===== config.mk =====
export PLATFORM = sky130hd
export DESIGN_NAME = max_scan_ctrl_flat
export DESIGN_NICKNAME = d
export VERILOG_FILES = /design/src/rtl/max_scan_ctrl_pkg.sv /design/src/rtl/max_scan_ctrl_if.sv /design/src/rtl/max_scan_ctrl_gt_cmp.sv /design/src/rtl/max_scan_ctrl.sv /design/src/flat_wrapper.sv
export SDC_FILE = /design/constraint.sdc
export NUM_CORES = 1
export LEC_CHECK = 0
export ABC_AREA = 1
export CORE_UTILIZATION = 25
export CTS_CLUSTER_SIZE = 14
export DETAILED_ROUTE_END_ITERATION = 8
export GPL_TIMING_DRIVEN = 0
export PLACE_DENSITY = 0.54
export RECOVER_POWER = 25
export SYNTH_ARGS = -nofsm -noshare
export SYNTH_HDL_FRONTEND = slang
export SYNTH_SLANG_ARGS = --single-unit
export TNS_END_PERCENT = 50

===== constraint.sdc =====
create_clock -name clk -period 2 [get_ports clk]
set_input_delay 0.2 -clock clk [delete_from_list [all_inputs] [get_ports clk]]
set_output_delay 0.2 -clock clk [all_outputs]
set_load 0.01 [all_outputs]

===== src/rtl/max_scan_ctrl_pkg.sv =====
// Shared definitions for the max_scan_ctrl block: controller state encoding.
package max_scan_ctrl_pkg;

    // Controller states. The encoding is visible on the debug port so that
    // external checkers can follow the controller.
    typedef enum logic [1:0] {
        ST_IDLE = 2'b00,
        ST_SCAN = 2'b01,
        ST_DONE = 2'b10
    } state_t;

endpackage : max_scan_ctrl_pkg


===== src/rtl/max_scan_ctrl_if.sv =====
// Bus bundle for max_scan_ctrl: run control, operand stream and result port.
//
// Handshake rules, for both the operand and the result channel:
//   - A transfer happens on a rising clk edge where valid && ready are both 1.
//   - The source holds valid and its payload steady until the transfer.
//   - ready may be asserted independently of valid. ready never waits for valid.
//   - in_ready is high for every cycle the block is scanning.
//   - out_valid is high for every cycle a result is pending. out_max, out_idx
//     and out_empty stay stable while it waits.
interface max_scan_ctrl_if #(
    parameter int N  = 8,
    parameter int CW = 4
) ();

    // Run control
    logic          start;
    logic [CW-1:0] len;
    logic          busy;

    // Operand stream
    logic          in_valid;
    logic [N-1:0]  in_data;
    logic          in_ready;

    // Result
    logic          out_valid;
    logic          out_ready;
    logic [N-1:0]  out_max;
    logic [CW-1:0] out_idx;
    logic          out_empty;

    // Producer/consumer side: drives requests, operands and result acceptance.
    modport master (
        output start, len, in_valid, in_data, out_ready,
        input  busy, in_ready, out_valid, out_max, out_idx, out_empty
    );

    // Block side: the max-scan controller itself.
    modport slave (
        input  start, len, in_valid, in_data, out_ready,
        output busy, in_ready, out_valid, out_max, out_idx, out_empty
    );

endinterface : max_scan_ctrl_if


===== src/rtl/max_scan_ctrl_gt_cmp.sv =====
// Unsigned N-bit "greater than" comparator: gt = (a > b).
module gt_cmp #(
    parameter int N = 8
) (
    input  logic [N-1:0] a,
    input  logic [N-1:0] b,
    output logic         gt
);

    // Both operands are plain unsigned vectors, so no sign extension is applied.
    assign gt = (a > b);

endmodule : gt_cmp


===== src/rtl/max_scan_ctrl.sv =====
// Sequential max/argmax finder. It takes a run length, accepts that many
// operands over a valid/ready stream, and presents the maximum and the index
// of its first occurrence over a valid/ready result port.
module max_scan_ctrl
    import max_scan_ctrl_pkg::*;
#(
    parameter int N  = 8,
    parameter int CW = 4
) (
    input  logic           clk,
    input  logic           rst_n,
    max_scan_ctrl_if.slave bus,
    output state_t         dbg_state
);

    state_t        state;
    logic [CW-1:0] len_q;
    logic [CW-1:0] count_q;
    logic [CW-1:0] idx_q;
    logic [N-1:0]  max_q;
    logic          empty_q;

    logic          in_gt;
    logic          xfer;
    logic          first;
    logic          last;

    // The incoming operand is compared against the running maximum.
    gt_cmp #(.N(N)) u_gt_cmp (
        .a  (bus.in_data),
        .b  (max_q),
        .gt (in_gt)
    );

    // Decode the operand transfer and its position in the run.
    // len_q is never 0 while scanning, so len_q-1 does not underflow.
    // count_q stays at or below len_q-1, so it never wraps.
    assign xfer  = (state == ST_SCAN) && bus.in_valid;
    assign first = (count_q == '0);
    assign last  = (count_q == (len_q - CW'(1)));

    // Controller state and datapath registers. All of them are cleared
    // asynchronously, so a run interrupted by reset leaves no result behind.
    always_ff @(posedge clk or negedge rst_n) begin
        if (!rst_n) begin
            state   <= ST_IDLE;
            len_q   <= '0;
            count_q <= '0;
            idx_q   <= '0;
            max_q   <= '0;
            empty_q <= 1'b0;
        end else begin
            case (state)
                ST_IDLE: begin
                    if (bus.start) begin
                        empty_q <= (bus.len == '0);
                        if (bus.len != '0) begin
                            len_q   <= bus.len;
                            count_q <= '0;
                            state   <= ST_SCAN;
                        end else begin
                            // An empty run reports a zero result straight away.
                            max_q <= '0;
                            idx_q <= '0;
                            state <= ST_DONE;
                        end
                    end
                end
                ST_SCAN: begin
                    if (xfer) begin
                        // The first operand always seeds the maximum. After that only a
                        // strictly larger value replaces it, so ties keep the earlier index.
                        if (first || in_gt) begin
                            max_q <= bus.in_data;
                            idx_q <= count_q;
                        end
                        count_q <= count_q + CW'(1);
                        if (last) begin
                            state <= ST_DONE;
                        end
                    end
                end
                ST_DONE: begin
                    if (bus.out_ready) begin
                        state <= ST_IDLE;
                    end
                end
                default: begin
                    state <= ST_IDLE;
                end
            endcase
        end
    end

    // Status and handshake outputs are decoded from the state register.
    assign bus.busy      = (state != ST_IDLE);
    assign bus.in_ready  = (state == ST_SCAN);
    assign bus.out_valid = (state == ST_DONE);

    // Result registers hold their value in IDLE until a new run replaces them.
    assign bus.out_max   = max_q;
    assign bus.out_idx   = idx_q;
    assign bus.out_empty = empty_q;

    assign dbg_state     = state;

endmodule : max_scan_ctrl

===== src/flat_wrapper.sv =====
// flat-port wrapper written by rule: the top's interface ports become plain ports
module max_scan_ctrl_flat import max_scan_ctrl_pkg::*;
#(
    parameter int N  = 8,
    parameter int CW = 4
)
  (clk, rst_n, dbg_state, bus_start, bus_len, bus_in_valid, bus_in_data, bus_out_ready, bus_busy, bus_in_ready, bus_out_valid, bus_out_max, bus_out_idx, bus_out_empty);
  max_scan_ctrl_if #(.N(N), .CW(CW)) bus_i ();
  input  logic clk;
  input  logic rst_n;
  output state_t dbg_state;
  input wire logic [$bits(bus_i.start)-1:0] bus_start;
  input wire logic [$bits(bus_i.len)-1:0] bus_len;
  input wire logic [$bits(bus_i.in_valid)-1:0] bus_in_valid;
  input wire logic [$bits(bus_i.in_data)-1:0] bus_in_data;
  input wire logic [$bits(bus_i.out_ready)-1:0] bus_out_ready;
  output wire logic [$bits(bus_i.busy)-1:0] bus_busy;
  output wire logic [$bits(bus_i.in_ready)-1:0] bus_in_ready;
  output wire logic [$bits(bus_i.out_valid)-1:0] bus_out_valid;
  output wire logic [$bits(bus_i.out_max)-1:0] bus_out_max;
  output wire logic [$bits(bus_i.out_idx)-1:0] bus_out_idx;
  output wire logic [$bits(bus_i.out_empty)-1:0] bus_out_empty;
  assign bus_i.start = bus_start;
  assign bus_i.len = bus_len;
  assign bus_i.in_valid = bus_in_valid;
  assign bus_i.in_data = bus_in_data;
  assign bus_i.out_ready = bus_out_ready;
  assign bus_busy = bus_i.busy;
  assign bus_in_ready = bus_i.in_ready;
  assign bus_out_valid = bus_i.out_valid;
  assign bus_out_max = bus_i.out_max;
  assign bus_out_idx = bus_i.out_idx;
  assign bus_out_empty = bus_i.out_empty;
  max_scan_ctrl #(.N(N), .CW(CW)) u_core (.clk(clk), .rst_n(rst_n), .bus(bus_i), .dbg_state(dbg_state));
endmodule

==> flow_metrics.env <==
export IMPL_period_share_pct=85.83
export IMPL_ir_worst_vdd_uv=579.1
export IMPL_ys_warn_count=0
export IMPL_first_pass_iters=4
export IMPL_fmax_ghz=0.5826
export IMPL_rows=27
export IMPL_critical_path_arrival_ns=1.52
export IMPL_status="complete, no violations"
export IMPL_grt_max_degree=24
export IMPL_start_util_pct=26.37
export IMPL_worstSetupEndpointType="primary output"
export IMPL_antennaDiodeCount=0
export IMPL_h_tree_depth=1
export IMPL_via_per_inst=4.161
export IMPL_syn_area_per_cell_sq_um=7.358
export IMPL_ctsResizeCount=0
export IMPL_synth_seq_area_share_pct=38.92
export IMPL_finalSetupTns_ns=0
export IMPL_synth_distinct_cells=26
export IMPL_grt_setup_unrepaired="false"
export IMPL_yosysTopAreaCell="dfrtp_1"
export IMPL_die_w_um=78.92
export IMPL_yosys_top_cells_area="dfrtp_1 39%, nand2_1 13%, ha_1 9.3%, inv_1 8.4%, nand3_1 6.4%"
export IMPL_required_ns=1.80
export IMPL_globalplace_congestion=0.7823
export IMPL_drcViolationCount=0
export IMPL_hold_class="register to register"
export IMPL_fin_util_pct=34.87
export IMPL_ys_ff_latch=23
export IMPL_finalSetupViolations=0
export IMPL_netlist_area_sq_um=1479
export IMPL_wl_met2_um=1373
export IMPL_vias=1294
export IMPL_syn_to_final_growth_pct=32.23
export IMPL_final_common_cell="nand2_1"
export IMPL_numCtsBuffers=3
export IMPL_antenna_left=0
export IMPL_cts_buffer_depth=2
export IMPL_hpwl_um=2348
export IMPL_worstPathMaxFanout=6
export IMPL_wl_met3_um=160
export IMPL_io_buffers=34
export IMPL_clk_pin_slew_ns=0.10
export IMPL_grt_pass1_vias=1347
export IMPL_cts_tree="built"
export IMPL_hold_viol=0
export IMPL_fin_nets=268
export IMPL_cap_violations=0
export IMPL_drt_iter0_drc=37
export IMPL_wl_um=3190
export IMPL_fin_hold_ws_ns=0.4774
export IMPL_die_area_sq_um=6228
export IMPL_synth_fp_nets=229
export IMPL_synth_top_area_share_pct=38.92
export IMPL_grt_ovfl_total=0
export IMPL_powerDensity_nw_per_um2=1373
export IMPL_antenna_found_initial=0
export IMPL_drv_slew=0
export IMPL_max_slew_margin_pct=24.02
export IMPL_drive_gt1_share_pct=9.623
export IMPL_crit_type="register to primary output"
export IMPL_p_leak_uw=0.001018
export IMPL_cts_hold_buf=0
export IMPL_cts_sinks=23
export IMPL_wl_met1_um=1629
export IMPL_multi_input_area_sq_um=729.5
export IMPL_ioPinCount=35
export IMPL_syn_inst=201
export IMPL_start_kind="register"
export IMPL_register_area_sq_um=575.6
export IMPL_cts_root_buf="clkbuf_8"
export IMPL_finish_instance_area_sq_um=1956
export IMPL_wl_per_cell_um=10.26
export IMPL_layout_common_cells="52 x nand2_1, 33 x inv_1, 29 x clkdlybuf4s50_1"
export IMPL_postCtsSetupBuffers=0
export IMPL_core_sq_um=5608
export IMPL_top_layer_used="met4"
export IMPL_clk_insertion_delay_late_ns=0.27
export IMPL_dpl_cell_area_sq_um=1909
export IMPL_nFillCells=631
export IMPL_period_needed_ns=1.717
export IMPL_skew_ns=0.009633
export IMPL_die_h_um=78.92
export IMPL_grt_first_pass_wirelength_um=5927
export IMPL_track_usage_pct=11.84
export IMPL_worstMarginPinSlew_ns=1.136
flip-flops by register name (all words and copies together) (netlist names):
| register | count |
|---|---|
| u_core.bus.out_empty | 1 |
| u_core.dbg_state | 2 |
| u_core.count_q | 4 |
| u_core.bus.out_idx | 4 |
| u_core.len_q | 4 |
| u_core.bus.out_max | 8 |
synth_stat cells:
cell type and instances:
a21oi_1 6, and2_2 1, inv_1 33, a21o_1 1, nand2_2 2, buf_6 1
ha_1 11, nand2_4 2, nor2_2 1, nor2_1 23, buf_4 2, nor2_4 2
buf_2 1, inv_2 4, xor2_1 2, a31oi_2 1, dfrtp_1 23, or2_2 1
clkbuf_1 1, nor3_1 1, o21ai_2 1, nand4_1 3, o21ai_0 6, o211ai_1 1
nand3_1 19, nand2_1 52
worst max-delay path, cell delays in order, from the launching register on:
cell             delay [ns]
dfrtp_1                0.44
inv_2                  0.06
nor2_4                 0.17
clkdlybuf4s50_1        0.57
final timing paths:
path / slack, ns / cells past startpoint / startpoint / endpoint
worst max-delay path: 0.28 / 3 / u_core.dbg_state[0] / bus_in_ready
worst min-delay path: 0.48 / 2 / u_core.bus.out_idx[0] / u_core.bus.out_idx[0]
worst max register to register: 0.36 / 10 / u_core.bus.out_max[7] / u_core.bus.out_max[1]
worst min register to register: 0.48 / 2 / u_core.bus.out_idx[0] / u_core.bus.out_idx[0]
max in group asynchronous: 0.72 / 1 / rst_n / u_core.count_q[3]
min in group asynchronous: 0.60 / 1 / rst_n / u_core.bus.out_max[6]
stage by stage:
step | std cells | worst slack, ns | total power (uW)
6_report | 311 | 0.2834 | 2685
3_5_place_dp | 307 | 0.1152 | 2421
3_3_place_gp | 307 | 0.1150 | 2402
2_1_floorplan | 201 | 0.4383 | 1867
4_1_cts | 311 | 0.2615 | 2737
5_1_grt | 311 | 0.1480 | 2989
final cells by class:
| cell class | count | share of cell area [%] |
|---|---|---|
| multi-input cells | 136 | 37.30 |
| clock buffers | 3 | 2.111 |
| plain buffers | 5 | 1.791 |
| repair buffers | 34 | 17.40 |
| well taps | 72 | 4.607 |
| clock inverters | 1 | 0.2559 |
| flip-flops and latches | 23 | 29.43 |
| inverters | 37 | 7.102 |
metal layers:
metal,global-route usage [%],vias to the layer above
met5,0,-
met4,2.727,0
met3,2.759,4
met2,20.09,31
met1,15.20,563
li1,-,696
power by group:
| group | switching [uW] | total, uW | internal, uW |
|---|---|---|---|
| Sequential | 148 | 797 | 649 |
| Clock | 167 | 306 | 140 |
| Combinational | 884 | 1580 | 698 |
| Total | 1200 | 2690 | 1490 |
kinds of logic after synthesis:
| kind of cell | Yosys count | share of synthesized area [%] |
|---|---|---|
| simple gates | 107 | 32.32 |
| buf+inv | 42 | 11.76 |
| flops | 23 | 38.92 |
| compound gates | 16 | 6.515 |
| fa+ha+maj | 11 | 9.306 |
| xor+xnor | 2 | 1.185 |
Note: power is estimated with default switching activity, not from simulation.
